===== src/rtl/gate_eval_scheduler.sv =====
// gate_eval_scheduler: round-robin arbiter that serialises NUM_REQ requesters onto one
// shared multi-input gate evaluator. It latches the winning lamp vector onto gate_in and
// waits EVAL_LATENCY cycles. It then samples gate_out and returns the result to the
// winning requester with a one-cycle rsp_valid pulse.
// Optional build macro GATE_SCHED_STATS_EN adds a saturating eval_count output.
module gate_eval_scheduler #(
    parameter int unsigned NUM_REQ      = 4,
    parameter int unsigned INPUT_COUNT  = 2,
    parameter int unsigned EVAL_LATENCY = 1
) (
    input  logic                           clk,
    input  logic                           logic_reset,
    input  logic [NUM_REQ-1:0]             req_valid,
    input  logic [NUM_REQ*INPUT_COUNT-1:0] req_data,
    output logic [NUM_REQ-1:0]             req_ready,
    output logic [INPUT_COUNT-1:0]         gate_in,
    input  logic                           gate_out,
    output logic [NUM_REQ-1:0]             rsp_valid,
    output logic                           rsp_data,
    output logic                           busy
`ifdef GATE_SCHED_STATS_EN
    ,
    output logic [15:0]                    eval_count
`endif
);

    localparam int unsigned IdxW = (NUM_REQ > 1) ? $clog2(NUM_REQ) : 1;

    typedef enum logic [1:0] {
        StIdle = 2'd0,
        StWait = 2'd1,
        StResp = 2'd2
    } state_e;

    state_e                 state_q, state_d;
    logic [INPUT_COUNT-1:0] gate_in_q, gate_in_d;
    logic [IdxW-1:0]        grant_q, grant_d;
    logic [IdxW-1:0]        last_grant_q, last_grant_d;
    logic [2:0]             cnt_q, cnt_d;
    logic                   rsp_data_q, rsp_data_d;

    logic                   sel_found;
    logic [IdxW-1:0]        sel_idx;
    logic [IdxW-1:0]        cand_idx;
    logic [INPUT_COUNT-1:0] sel_data;
    logic [INPUT_COUNT-1:0] req_slice [NUM_REQ];

    // Unpack the flat request bus so the arbiter can index a requester directly.
    for (genvar g = 0; g < NUM_REQ; g++) begin : g_slice
        assign req_slice[g] = req_data[g*INPUT_COUNT +: INPUT_COUNT];
    end

    // Round-robin pick: first valid requester scanning upward from last_grant+1, wrapping.
    always_comb begin
        sel_found = 1'b0;
        sel_idx   = '0;
        sel_data  = '0;
        cand_idx  = '0;
        for (int unsigned k = 1; k <= NUM_REQ; k++) begin
            cand_idx = IdxW'((32'(last_grant_q) + k) % NUM_REQ);
            if (!sel_found && req_valid[cand_idx]) begin
                sel_found = 1'b1;
                sel_idx   = cand_idx;
                sel_data  = req_slice[cand_idx];
            end
        end
    end

    // Next-state logic: accept in idle, count down the evaluator latency, then respond.
    always_comb begin
        state_d      = state_q;
        gate_in_d    = gate_in_q;
        grant_d      = grant_q;
        last_grant_d = last_grant_q;
        cnt_d        = cnt_q;
        rsp_data_d   = rsp_data_q;
        unique case (state_q)
            StIdle: begin
                if (sel_found) begin
                    gate_in_d = sel_data;
                    grant_d   = sel_idx;
                    cnt_d     = 3'(EVAL_LATENCY);
                    state_d   = StWait;
                end
            end
            StWait: begin
                if (cnt_q == 3'd0) begin
                    rsp_data_d = gate_out;
                    state_d    = StResp;
                end else begin
                    cnt_d = cnt_q - 3'd1;
                end
            end
            StResp: begin
                last_grant_d = grant_q;
                state_d      = StIdle;
            end
            default: state_d = StIdle;
        endcase
    end

    // State registers with synchronous active-low reset; reset abandons any transaction.
    always_ff @(posedge clk) begin
        if (!logic_reset) begin
            state_q      <= StIdle;
            gate_in_q    <= '0;
            grant_q      <= '0;
            last_grant_q <= IdxW'(NUM_REQ - 1);
            cnt_q        <= '0;
            rsp_data_q   <= 1'b0;
        end else begin
            state_q      <= state_d;
            gate_in_q    <= gate_in_d;
            grant_q      <= grant_d;
            last_grant_q <= last_grant_d;
            cnt_q        <= cnt_d;
            rsp_data_q   <= rsp_data_d;
        end
    end

    // Outputs: ready is combinational in idle and held low while reset is asserted.
    always_comb begin
        req_ready = '0;
        rsp_valid = '0;
        if (logic_reset && (state_q == StIdle) && sel_found) begin
            req_ready[sel_idx] = 1'b1;
        end
        if (state_q == StResp) begin
            rsp_valid[grant_q] = 1'b1;
        end
    end

    assign gate_in  = gate_in_q;
    assign rsp_data = rsp_data_q;
    assign busy     = (state_q != StIdle);

`ifdef GATE_SCHED_STATS_EN
    logic [15:0] eval_count_q, eval_count_d;

    // Count completed responses, saturating at all-ones.
    always_comb begin
        eval_count_d = eval_count_q;
        if ((state_q == StResp) && (eval_count_q != 16'hFFFF)) begin
            eval_count_d = eval_count_q + 16'd1;
        end
    end

    // Statistics register, cleared by reset.
    always_ff @(posedge clk) begin
        if (!logic_reset) begin
            eval_count_q <= '0;
        end else begin
            eval_count_q <= eval_count_d;
        end
    end

    assign eval_count = eval_count_q;
`endif

endmodule


===== config.mk =====
export PLATFORM = sky130hd
export DESIGN_NAME = gate_eval_scheduler
export DESIGN_NICKNAME = d
export VERILOG_FILES = /design/src/rtl/gate_eval_scheduler.sv
export SDC_FILE = /design/constraint.sdc
export NUM_CORES = 1
export LEC_CHECK = 0
export ABC_AREA = 1
export ABC_CLOCK_PERIOD_IN_PS = 2000
export CORE_MARGIN = 4
export CORE_UTILIZATION = 34
export DETAILED_ROUTE_END_ITERATION = 7
export HOLD_SLACK_MARGIN = 0.03
export PLACE_DENSITY = 0.64
export SYNTH_ARGS = -nofsm -noshare
export SYNTH_HDL_FRONTEND = slang
export SYNTH_SLANG_ARGS = --single-unit
export TNS_END_PERCENT = 50

===== constraint.sdc =====
create_clock -name clk -period 2 [get_ports clk]
set_clock_uncertainty 0.1 [all_clocks]
set_input_delay 0.4 -clock clk [delete_from_list [all_inputs] [get_ports clk]]
set_output_delay 0.4 -clock clk [all_outputs]
set_load 0.05 [all_outputs]

* Yosys cells after proc, flatten, opt, wreduce, memory -nomap -nowiden *
Cells that the tools add are included.

word-level totals
  register bits after elaboration = 12
  logic and storage cells = 94

cells by class
  bitwise gates (word level) = 4
  equal/unequal tests = 5
  $lt $le $gt $ge = 12
  muxes and demuxes = 44
  add/subtract/negate cells = 5
  reduce and logical (&&, ||, !) cells = 18

operator list
  cell                                                               count
  two-way mux 2 bit                                                  18
  < comparator 2 x 3 -> 1 bit, second input constant                 6
  binary-select mux 2 bit (select 2 bit)                             4
  greater-or-equal comparator 3 bit, second input constant           4
  inverter 2 -> 3 bit                                                4
  two-way mux 1 bit                                                  10
  binary-select mux 1 bit (select 2 bit)                             4
  two-way mux 4 bit                                                  2
  logical AND 1 bit                                                  7
  two-way mux 3 bit                                                  2
  inequality test 2 bit, second input constant                       3
  case mux 3 bit (2 select lines)                                    1
  AND reduction 2 bit                                                3
  adder 2 x 1 -> 2 bit, second input constant                        2
  adder 2 bit, second input constant                                 2
  demux 1 bit (select 2 bit)                                         2
  greater-or-equal comparator 2 x 1 -> 1 bit, second input constant  2
  case mux 2 bit (2 select lines)                                    1
  nonzero test 2 bit                                                 2
  logical NOT 1 bit                                                  3
  logical NOT 3 bit                                                  1
  AND reduction 3 bit                                                1
  subtractor 3 x 1 -> 3 bit, second input constant                   1
  equality test 2 x 1 -> 1 bit, second input constant                1
  2 further kinds                                                    2

* Longest topological paths before layout *
  depth after elaboration = 18
  depth in mapped cells = 13
  mapped depth without buffers = 13

* Worst setup path after synthesis *
No wires, ideal clock.

  path kind = register to output
  start = reg state_q[1]
  end = out req_ready[1]
  buffers on the path = 0
  arrival time = 2002 ps
  cell stages (with the launch flop) = 8
  path slack = -502 ps
  path through = dfxtp_1 > nor2_1 > inv_1 > nor2_1 > nand2_2 > inv_2 > nand3_2 > nor2_1

on the way
  cells in the longest elaborated chain, start to end = 4

ends and longest elaborated chain
  item                            line  text
  start, declared                 35    state_e state_q, state_d;
  start signal, assigned          105   state_q <= StIdle;
  start signal, assigned          112   state_q <= state_d;
  logical NOT 2 bit               125   if (logic_reset && (state_q == StIdle) && sel_found) begin
  logical AND 1 bit (2 in a row)  125
  two-way mux 4 bit               125
  end, declared                   15    output logic [NUM_REQ-1:0] req_ready,

Every way passes these cells.

* Worst setup path in the final report *
  start = reg last_grant_q[0]
  end = out req_ready[3]

on the way
  cells in the longest elaborated chain, start to end = 18
  elaborated cells on any way between the ends = 33
  classes of those cells = add/sub: 4; order compare: 2; mux: 19; reduce/logical: 8

ends and longest elaborated chain
  item                                                                                                             line  text
  start, declared                                                                                                  38    logic [IdxW-1:0] last_grant_q, last_grant_d;
  start signal, assigned                                                                                           108   last_grant_q <= IdxW'(NUM_REQ - 1);
  start signal, assigned                                                                                           115   last_grant_q <= last_grant_d;
  adder 2 x 1 -> 2 bit                                                                                             60    cand_idx = IdxW'((32'(last_grant_q) + k) % NUM_REQ);
  binary-select mux 1 bit (select 2 bit)                                                                           61    if (!sel_found && req_valid[cand_idx]) begin
  two-way mux 1 bit (implied by the code)                                                                          61
  two-way mux 1 bit                                                                                                61
  logical NOT 1 bit                                                                                                61
  logical AND 1 bit                                                                                                61
  two-way mux 1 bit                                                                                                61
  logical NOT 1 bit                                                                                                61
  [2 not listed]                                                                                                   n/a
  logical NOT 1 bit                                                                                                61
  logical AND 1 bit                                                                                                61
  two-way mux 2 bit                                                                                                61
  < comparator 2 x 3 -> 1 bit (implied by the code) or greater-or-equal comparator 2 x 1 -> 1 bit (tied branches)  126   req_ready[sel_idx] = 1'b1;
  logical AND 1 bit (implied by the code)                                                                          126
  two-way mux 1 bit (implied by the code)                                                                          126
  demux 1 bit (select 2 bit)                                                                                       126
  two-way mux 4 bit (*)                                                                                            125

Mark *: on every way between the ends. The rest lies on a longest branch, timed or not. The select of a mux whose other input is x is not followed.

==> impl_metrics.tcl <==
set metrics [dict create \
    status "complete, but fails checks" \
    violations "setup timing" \
    synth-edff-count 0 \
    worst_ep_required_time_ns 1.50 \
    synth_area_um2 1170 \
    route.detailed.drc 0 \
    max_freq_mhz 419 \
    setup_viol 4 \
    synth_seq_area_share 0.205 \
    die_h_um 66.8 \
    dr.first_iter.drc_count 39 \
    arrival_ns 1.89 \
    die_area_um2 4460 \
    hold_start "gate_in[0]" \
    path_clk_slew_ns 0.08 \
    drive_above_1_share 0.411 \
    clock-sinks 12 \
    tightest_slew_ns 0.495 \
    via_per_inst 4.51 \
    yosysWarnings 0 \
    postRouteAntennaNets 0 \
    p_sw_frac 0.495 \
    r2r_slack_ns 0.29 \
    static-leakage-power_nw 0.994 \
    holdPathStages 2 \
    cts_hold_repair.buffers 0 \
    port_buffers 26 \
    p_int_mw 1.12 \
    hpwl_mm 2.32 \
    reg2reg_to "cnt_q[1]" \
    cp-start-kind "flip-flop" \
    slew_headroom 0.669 \
    p_switching_mw 1.10 \
    period_share 1.19 \
    period_needed_ns 2.39 \
    std_cell_rows 21 \
    rsz0062_at_grt "true" \
    synth_seq_cells 12 \
    max-cap-violations 0 \
    numCtsBuffers 3 \
    globalplace.congestion 0.876 \
    syn2layout_area_growth_pct 67.4 \
    drt-total-wl_mm 2.92 \
    grt_max_degree 17 \
    synth_cell_types 29 \
    synth_flop_cell "dfxtp_1" \
    grt_pass1_wl_mm 5.12 \
    clock-root-buffer "clkbuf_4" \
    worstSkewPairLatency_ns 0.27 \
    synth_nets 207 \
    cts_max_level 1 \
    floorplan.initialDensity 0.352 \
    syn_inst 190 \
    p_seq_frac 0.187 \
    ir_drop_mv 0.689 \
    whs_endpoint "gate_in[0]" \
    fill_cells 332 \
    multi_input_area_um2 937 \
    cp-end-kind "primary output" \
    holdWs_ns 0.359 \
    routed-via-count 1316 \
    power_mw 2.23 \
    hold_path.class "reg2reg" \
    powerDensity_nw_per_um2 1130 \
    coreArea_um2 3340 \
    worstRegToRegCells 13 \
    synthArstFlopShare 0 \
    layout.nets 264 \
    hold_viol_final 0 \
    grt_pass1_vias 1265 \
    gr-usage-all-layers 0.143 \
    clkPwrFrac 0.089 \
    overflow 0 \
    power_frac_comb 0.724 \
    pin_count 27 \
    die_width_um 66.8 \
    synth.avg_cell_area_um2 6.18 \
    wl_per_cell_um 10.0 \
    cts_tree "yes" \
    worst_slack_ns -0.386 \
    reg2reg_from "last_grant_q[0]" \
    diodes 0 \
    clk_path_buf_depth 2 \
    path_max_fanout 8 \
    seq_area_um2 249 \
    crit_type "reg2out" \
    firstDrtPassIters 4 \
    antenna_found_initial 0 \
    slew_violations 0 \
]
-- critical path, cell delays in order (launching register included) --
cell     delay (ns)
dfxtp_4        0.44
inv_8          0.06
nand2_4        0.07
nand2_4        0.07
nand2_4        0.08
nand2_4        0.08
nor2_8         0.14
nand4_1        0.14
inv_1          0.10
nor2_2         0.05
buf_4          0.13
nor2_4         0.10
buf_12         0.14
-- per-layer routing --
metal / up-vias / track usage / part of all wire
li1: 704 / - / -
met1: 587 / 0.180 / 0.47
met2: 21 / 0.259 / 0.48
met3: 4 / 0.0270 / 0.035
met4: 0 / 0.0152 / 0.011
met5: - / 0 / 0
-- stage by stage --
stage	cell area [µm²]	TNS, ns	setup WS, ns	utilization	cells
6_report	1960	-1.48	-0.386	0.589	292
5_1_grt	1960	-2.00	-0.520	0.589	292
4_1_cts	1940	-1.59	-0.403	0.580	291
3_5_place_dp	1800	-2.30	-0.529	0.538	284
3_3_place_gp	1800	-2.19	-0.527	0.538	284
2_1_floorplan	1250	-0.674	-0.247	-	190
-- final cells by class --
class	instances	area share
repair buffers	55	0.286
multi-input cells	148	0.477
flip-flops and latches	12	0.127
clock buffers	4	0.0185
inverters	27	0.0624
well taps	46	0.0293
-- worst max path at each step --
stage / start / slack (ns) / cells past startpoint / end
2_1_floorplan: last_grant_q[1] / -0.25 / 11 / req_ready[0]
3_3_place_gp: req_valid[0] / -0.53 / 11 / req_ready[0]
3_5_place_dp: req_valid[0] / -0.53 / 11 / req_ready[0]
4_1_cts: last_grant_q[0] / -0.40 / 11 / req_ready[2]
5_1_grt: last_grant_q[0] / -0.52 / 11 / req_ready[2]
6_report: last_grant_q[0] / -0.39 / 12 / req_ready[3]
-- cells in the final DEF, fill, tap and decap left out, types with 2 or more instances in the layout --
cell / synthesis / final
nand2_1: 64 / 54
buf_4: 1 / 30
inv_1: 22 / 20
nor2_1: 25 / 18
nand2_2: 10 / 13
nand2_4: 4 / 11
clkdlybuf4s50_1: 0 / 11
o21ai_0: 9 / 9
dfxtp_1: 12 / 9
buf_12: 0 / 9
nor2_2: 3 / 6
nand3_1: 8 / 5
inv_2: 3 / 4
nand3_4: 2 / 4
nor2_4: 0 / 4
mux2i_1: 4 / 4
dlygate4sd2_1: 0 / 4
nand3_2: 2 / 3
clkbuf_4: 0 / 3
nand4_1: 2 / 2
nand4_2: 2 / 2
a21boi_0: 2 / 2
o211ai_1: 2 / 2
a21oi_1: 2 / 2
ha_1: 2 / 2
dfxtp_4: 0 / 2
-- kinds of logic after synthesis --
| group | after synthesis | share of synthesized area |
|---|---|---|
| and+or+nand+nor | 125 | 0.535 |
| DFF | 12 | 0.205 |
| AOI/OAI and AO/OA | 16 | 0.0863 |
| muxes | 4 | 0.0341 |
| xor gates and xnor gates | 1 | 0.00746 |
| buffers and inverters | 30 | 0.111 |
| adders and majority gates | 2 | 0.0213 |
-- sequential cells by signal, indices dropped and copies added (netlist names) --
name / cells
last_grant_q: 2
rsp_data: 1
grant_q: 2
gate_in: 2
cnt_q: 3
state_q: 2
-- what timing repair did --
item / CTS / global route
pin swaps: 14 / 2
gates resized for setup: 27 / 6
buffers inserted: 3 / 1
endpoints found under the setup margin: 6 / 7
-- synthesized netlist by cell type (2+ instances only) --
cell type / instances / share of area
a21oi_1: 2 / 0.0085
nand2_1: 64 / 0.20
o211ai_1: 2 / 0.013
inv_2: 3 / 0.0096
nand3_4: 2 / 0.030
inv_1: 22 / 0.070
nor2_2: 3 / 0.016
nand2_2: 10 / 0.053
nand4_2: 2 / 0.021
nor2_1: 25 / 0.080
nand3_2: 2 / 0.017
dfxtp_1: 12 / 0.20
a21boi_0: 2 / 0.013
o21ai_0: 9 / 0.038
ha_1: 2 / 0.021
mux2i_1: 4 / 0.034
nand2_4: 4 / 0.038
nand3_1: 8 / 0.034
nand4_1: 2 / 0.011
-- power by group through the flow --
| stage | registers (mW) | clock network, mW | logic [mW] |
|---|---|---|---|
| 5_1_grt | 0.429 | 0.211 | 1.76 |
| 3_5_place_dp | 0.410 | 0 | 1.49 |
| 6_report | 0.417 | 0.197 | 1.61 |
| 2_1_floorplan | 0.469 | 0 | 0.925 |
| 4_1_cts | 0.414 | 0.198 | 1.59 |
| 3_3_place_gp | 0.410 | 0 | 1.47 |
(Power assumes the default switching activity.)
